File: src/rtl/hash160_host_driver_if.sv
// Bundle of job, core-facing and digest signals for the Hash160 host driver.
// master = controller/testbench side, slave = the driver itself.
interface hash160_host_driver_if;
    logic         job_valid;
    logic         job_ready;
    logic [511:0] job_block;
    logic         h_valid;
    logic [7:0]   h_text;
    logic         h_ans_valid;
    logic [15:0]  h_ans;
    logic         busy;
    logic         digest_valid;
    logic [159:0] digest;
    logic         err_timeout;

    modport master (
        output job_valid, job_block, h_ans_valid, h_ans,
        input  job_ready, h_valid, h_text, busy, digest_valid, digest, err_timeout
    );

    modport slave (
        input  job_valid, job_block, h_ans_valid, h_ans,
        output job_ready, h_valid, h_text, busy, digest_valid, digest, err_timeout
    );
endinterface

File: src/rtl/hash160_host_driver.sv
// Serializes a 512-bit block to the Hash160 core byte by byte and reassembles
// the 160-bit digest from 16-bit answer words. Optional watchdog: HASH160_HOST_TIMEOUT_EN.
module hash160_host_driver #(
    parameter int N_BYTES     = 64,
    parameter int N_WORDS     = 10,
    parameter int TIMEOUT_CYC = 4096
) (
    input  logic                    clk,
    input  logic                    rst_n,
    hash160_host_driver_if.slave    bus
);

    typedef enum logic [1:0] {IDLE, SEND, WAIT, COLLECT} state_t;

    localparam logic [6:0] LAST_BYTE = 7'(N_BYTES - 1);
    localparam logic [3:0] LAST_WORD = 4'(N_WORDS - 1);

    state_t         state;
    logic [503:0]   block_q;
    logic [6:0]     byte_cnt;
    logic [3:0]     word_cnt;
    logic [143:0]   digest_shift;
    logic           job_ready_q;
    logic           h_valid_q;
    logic [7:0]     h_text_q;
    logic           busy_q;
    logic           digest_valid_q;
    logic [159:0]   digest_q;
    logic           err_timeout_q;

`ifdef HASH160_HOST_TIMEOUT_EN
    localparam logic [15:0] WDOG_LAST = 16'(TIMEOUT_CYC - 1);
    logic [15:0] wdog;
`else
    logic unused_timeout_cfg;
    assign unused_timeout_cfg = ^TIMEOUT_CYC;
`endif

    // Only nine words are buffered; the tenth goes straight into the digest.
    always_ff @(posedge clk or negedge rst_n) begin
        if (!rst_n) begin
            state          <= IDLE;
            block_q        <= '0;
            byte_cnt       <= '0;
            word_cnt       <= '0;
            digest_shift   <= '0;
            job_ready_q    <= 1'b1;
            h_valid_q      <= 1'b0;
            h_text_q       <= '0;
            busy_q         <= 1'b0;
            digest_valid_q <= 1'b0;
            digest_q       <= '0;
            err_timeout_q  <= 1'b0;
`ifdef HASH160_HOST_TIMEOUT_EN
            wdog           <= '0;
`endif
        end else begin
            digest_valid_q <= 1'b0;
            err_timeout_q  <= 1'b0;
            case (state)
                IDLE: begin
                    if (bus.job_valid) begin
                        h_text_q     <= bus.job_block[511:504];
                        block_q      <= bus.job_block[503:0];
                        h_valid_q    <= 1'b1;
                        byte_cnt     <= '0;
                        word_cnt     <= '0;
                        digest_shift <= '0;
                        job_ready_q  <= 1'b0;
                        busy_q       <= 1'b1;
                        state        <= SEND;
                    end
                end
                SEND: begin
                    if (byte_cnt == LAST_BYTE) begin
                        h_valid_q <= 1'b0;
                        h_text_q  <= '0;
                        state     <= WAIT;
`ifdef HASH160_HOST_TIMEOUT_EN
                        wdog      <= '0;
`endif
                    end else begin
                        byte_cnt <= byte_cnt + 7'd1;
                        h_text_q <= block_q[503:496];
                        block_q  <= {block_q[495:0], 8'h00};
                    end
                end
                WAIT, COLLECT: begin
                    if (bus.h_ans_valid) begin
                        digest_shift <= {digest_shift[127:0], bus.h_ans};
                        word_cnt     <= word_cnt + 4'd1;
                        if (word_cnt == LAST_WORD) begin
                            digest_q       <= {digest_shift, bus.h_ans};
                            digest_valid_q <= 1'b1;
                            job_ready_q    <= 1'b1;
                            busy_q         <= 1'b0;
                            state          <= IDLE;
                        end else begin
                            state <= COLLECT;
                        end
                    end
`ifdef HASH160_HOST_TIMEOUT_EN
                    // Completion on the expiry cycle takes priority over the timeout.
                    if (!(bus.h_ans_valid && word_cnt == LAST_WORD)) begin
                        if (wdog == WDOG_LAST) begin
                            err_timeout_q <= 1'b1;
                            job_ready_q   <= 1'b1;
                            busy_q        <= 1'b0;
                            state         <= IDLE;
                        end else begin
                            wdog <= wdog + 16'd1;
                        end
                    end
`endif
                end
            endcase
        end
    end

    assign bus.job_ready    = job_ready_q;
    assign bus.h_valid      = h_valid_q;
    assign bus.h_text       = h_text_q;
    assign bus.busy         = busy_q;
    assign bus.digest_valid = digest_valid_q;
    assign bus.digest       = digest_q;
    assign bus.err_timeout  = err_timeout_q;

endmodule

File: src/flat_wrapper.sv
// flat-port wrapper written by rule: the top's interface ports become plain ports
module hash160_host_driver_flat 
#(
    parameter int N_BYTES     = 64,
    parameter int N_WORDS     = 10,
    parameter int TIMEOUT_CYC = 4096
)
  (clk, rst_n, bus_job_valid, bus_job_block, bus_h_ans_valid, bus_h_ans, bus_job_ready, bus_h_valid, bus_h_text, bus_busy, bus_digest_valid, bus_digest, bus_err_timeout);
  hash160_host_driver_if bus_i ();
  input  logic clk;
  input  logic rst_n;
  input wire logic [$bits(bus_i.job_valid)-1:0] bus_job_valid;
  input wire logic [$bits(bus_i.job_block)-1:0] bus_job_block;
  input wire logic [$bits(bus_i.h_ans_valid)-1:0] bus_h_ans_valid;
  input wire logic [$bits(bus_i.h_ans)-1:0] bus_h_ans;
  output wire logic [$bits(bus_i.job_ready)-1:0] bus_job_ready;
  output wire logic [$bits(bus_i.h_valid)-1:0] bus_h_valid;
  output wire logic [$bits(bus_i.h_text)-1:0] bus_h_text;
  output wire logic [$bits(bus_i.busy)-1:0] bus_busy;
  output wire logic [$bits(bus_i.digest_valid)-1:0] bus_digest_valid;
  output wire logic [$bits(bus_i.digest)-1:0] bus_digest;
  output wire logic [$bits(bus_i.err_timeout)-1:0] bus_err_timeout;
  assign bus_i.job_valid = bus_job_valid;
  assign bus_i.job_block = bus_job_block;
  assign bus_i.h_ans_valid = bus_h_ans_valid;
  assign bus_i.h_ans = bus_h_ans;
  assign bus_job_ready = bus_i.job_ready;
  assign bus_h_valid = bus_i.h_valid;
  assign bus_h_text = bus_i.h_text;
  assign bus_busy = bus_i.busy;
  assign bus_digest_valid = bus_i.digest_valid;
  assign bus_digest = bus_i.digest;
  assign bus_err_timeout = bus_i.err_timeout;
  hash160_host_driver #(.N_BYTES(N_BYTES), .N_WORDS(N_WORDS), .TIMEOUT_CYC(TIMEOUT_CYC)) u_core (.clk(clk), .rst_n(rst_n), .bus(bus_i));
endmodule
File: config.mk
export PLATFORM = sky130hd
export DESIGN_NAME = hash160_host_driver_flat
export DESIGN_NICKNAME = d
export VERILOG_FILES = /design/src/rtl/hash160_host_driver_if.sv /design/src/rtl/hash160_host_driver.sv /design/src/flat_wrapper.sv
export SDC_FILE = /design/constraint.sdc
export NUM_CORES = 2
export LEC_CHECK = 0
export ABC_AREA = 1
export CORE_MARGIN = 2
export CORE_UTILIZATION = 45
export CTS_CLUSTER_SIZE = 20
export DETAILED_ROUTE_END_ITERATION = 10
export PLACE_DENSITY = 0.79
export SYNTH_ARGS = -nofsm -noshare
export SYNTH_HDL_FRONTEND = slang
export SYNTH_SLANG_ARGS = --single-unit
File: constraint.sdc
create_clock -name clk -period 3 [get_ports clk]
set_clock_uncertainty 0.05 [all_clocks]
set_input_delay 0.6 -clock clk [delete_from_list [all_inputs] [get_ports clk]]
set_output_delay 0.6 -clock clk [all_outputs]
set_load 0.01 [all_outputs]
==> metrics.md <==
| Metric | Value |
|---|---|
| Initial DRC count | `3000` |
| # rows | `105` |
| CP Class | `flip-flop to output port` |
| Starting Density | `0.454` |
| TritonCTS Buffers | `between 80 and 90` |
| Post-Place Cells | `6078` |
| Final setup fails | `0` |
| NumNets Final | `around 5600` |
| Worst EP arrival | `1800 ps` |
| Max Buffers Root-to-Sink | `3` |
| Worst path top cell family by delay | `buffers and inverters` |
| Status | `finished, final reports clean` |
| Input/output buffers | `703` |
| TritonCTS clock tree | `done` |
| Fraction of layout cells with a size suffix above 1 | `0.0445` |
| DRC | `0` |
| Worst reg-to-reg path cell count | `8` |
| Die extent in y | `291 um` |
| Final wirelength | `between 100000 and 150000 um` |
| Clock sinks | `roughly 830` |
| Crit. End Element | `output port` |
| Pins Over Slew Limit | `0` |
| WHS | `between 400 and 500 ps` |
| IO Pins | `~710` |
| Cells after Synth | `roughly 4500` |
| Area of the core | `approximately 0.08 sq mm` |
| Final core occ | `0.585` |
| Die footprint | `between 0.08 and 0.09 sq mm` |
| Cell Area, Synth | `about 0.037 sq mm` |
| Worst slew margin | `0.363` |
| Max-Cap Viols | `0` |
| All-layer global routing usage | `0.254` |
| Fillers | `approximately 6900` |
| Data required, critical path | `2350 ps` |
| Mapped Avg Cell Area | `roughly 8.2 sq um` |
| Syn. warnings | `0` |
| RSZ-0062 raised after global routing | `false` |
| Drt pass-1 iters | `6` |
| Die outline width | `just under 300 um` |
| Cell Chain, Critical Path | `clkdlybuf4s50_1` |
| Gpl congestion | `roughly 0.91` |
| Setup TNS | `0 ps` |
| Drt wl/cell | `~18 um` |
| Tcrit/Tclk final | `0.815` |
| Stages on worst setup path | `1` |
| Leak | `~22 nW` |
| Finished Layout Cells | `about 6200` |
| Vias/cell | `5.13` |
| Worst hold path type | `flip-flop to flip-flop` |
| Dpl hpwl | `a little under 80000 um` |
| Mapped Nets | `around 5100` |
| Largest net degree at the start of global routing | `around 170` |
| P per Cell Area | `around 970 mW/mm^2` |
| Crit path launch type | `flip-flop` |
| Remaining antenna violation count after routing | `0` |
| Area growth syn-to-layout | `28.8%` |
| Slew of the pin with the lowest slew margin | `~960 ps` |
| Clock transition at path regs | `60 ps` |
| Most frequent cells in the layout | `nand2_1, o21ai_0, dfrtp_1` |
| Design area | `0.0478 sq mm` |
| Critical path buffer and inverter count | `1` |
| Via count | `approximately 32000` |
| FF+latch count, synth | `between 800 and 900` |
| Critical path's slowest cell | `clkdlybuf4s50_1` |
| Vias in the first global route | `between 30000 and 40000` |
| Initial antenna violation count | `9` |
| Max Freq | `slightly above 400 MHz` |
| # Post-CTS Setup Buffers | `0` |
| Worst-Skew Late Latency | `~640 ps` |
| Commonest non-fill, non-tap cell in the layout | `nand2_1` |
| CTS H-Tree Depth | `3` |
| Sequential share of the synthesized area | `0.561` |
| Crit path time final | `2450 ps` |
| Crit Path Max Fanout | `2` |
| Number of cells on the worst hold path | `2` |
| Placed inst area | `approximately 0.045 sq mm` |
| Root Driver | `clkbuf_16` |
| Count of cell types in the netlist | `28` |
| First-pass GRT wire length | `about 170000 um` |
| Worst path max stage delay | `630 ps` |
| Grt total ovfl | `0` |
| Final hold vios | `0` |
| IR drop worst, VDD | `about 680 uV` |
[kinds of logic (layout without fill, tap and decap cells)]
logic type	after synthesis	count (layout)	share of synthesized area
buffers and inverters	963	1592	0.110
AOI/OAI and AO/OA	1305	1305	0.176
DFF	833	833	0.561
other	1	7	0.000101
adders and majority gates	3	3	0.00101
and+or+nand+nor	1431	1431	0.151
xor gates and xnor gates	2	2	0.000472
[cells in the mapped netlist]
cell      instances  area, sq um
buf_1             3         11.3
or2_2             1         6.26
o211ai_1          1         7.51
o21ai_1         420         2100
nand4_1           1         6.26
xor2_1            1         8.76
clkbuf_1        172          646
nor2_1           19         71.3
inv_1           650         2440
xnor2_1           1         8.76
o21ai_0         871         4360
o22ai_1           2         12.5
nand4_4           1         21.3
inv_2             2         7.51
buf_2            86          430
nand2_2           1         6.26
dfrtp_1         832        20800
nor2_2            1         6.26
clkinv_1          1         3.75
buf_6            47          529
dfstp_2           1         26.3
conb_1            1         3.75
a21oi_1          11         55.1
ha_1              3         37.5
nand3_1         171          856
nand2_4           2         22.5
buf_4             2         15.0
nand2_1        1234         4630
[final timing paths]
kind / slack [ps] / start / end
setup / recovery: 550 / u_core.bus.job_ready$_DFFE_PN1P_ / bus_job_ready
hold / removal: 420 / u_core.bus.job_ready$_DFFE_PN1P_ / u_core.bus.job_ready$_DFFE_PN1P_
setup reg to reg: 630 / u_core.byte_cnt[0]$_DFFE_PN0P_ / u_core.block_q[382]$_DFFE_PN0P_
hold reg to reg: 420 / u_core.bus.job_ready$_DFFE_PN1P_ / u_core.bus.job_ready$_DFFE_PN1P_
max in group asynchronous: 1400 / rst_n / u_core.block_q[367]$_DFFE_PN0P_
min in group asynchronous: 440 / rst_n / u_core.block_q[4]$_DFFE_PN0P_
[per-stage QoR]
step	total power [W]	setup WS [ps]
final	0.0465	555
after global placement	0.0347	507
after global routing	0.0501	399
after floorplan	0.0300	1200
after detailed placement	0.0354	479
after CTS	0.0467	517
[sequential cells by signal, summed over array words and instances, names as in the netlist]
signal and count:
u_core.block_q 504, u_core.bus.digest 160, u_core.digest_shift 144, u_core.bus.h_text 8, u_core.byte_cnt 7, u_core.word_cnt 4
u_core.state 2, u_core.bus.busy 1, u_core.bus.digest_valid 1, u_core.bus.h_valid 1, u_core.bus.job_ready 1
[cell type report]
type                    count  area (sq um)  share of cell area
well taps                1070          1340              0.0280
multi-input cells        2742         12200               0.256
diodes                      6          15.0            0.000314
inverters                 653          2450              0.0512
clock inverters            30           393             0.00821
clock buffers             128          2550              0.0533
flip-flops and latches    833         20900               0.436
repair buffers            781          8000               0.167
[where the power goes]
| group | internal [W] | switching, W | total [W] |
|---|---|---|---|
| Combinational | 0.00603 | 0.0118 | 0.0178 |
| Sequential | 0.0160 | 0.00173 | 0.0177 |
| Clock | 0.00638 | 0.00466 | 0.0110 |
[worst register-to-register path: cells and delay by family, from the launching register on]
| kind | cells | cell delay (ps) |
|---|---|---|
| AND/OR/NAND/NOR | 5 | 790 |
| buffers and inverters | 1 | 550 |
| flip-flops | 1 | 420 |
| adder cells (fa/ha/maj) | 1 | 220 |
| AO/OA/AOI/OAI | 1 | 200 |
[routing by layer]
layer,share of wire,up-vias,track usage
li1,-,15400,-
met1,0.41,15100,0.338
met2,0.48,1165,0.407
met3,0.066,252,0.0457
met4,0.045,8,0.112
met5,0.00047,-,0
[timing repair]
item | CTS | global route
gates resized for setup | 0 | 0
hold buffers | 1 | 0
endpoints found under the hold margin | 37 | 0
(Power assumes the default switching activity.)
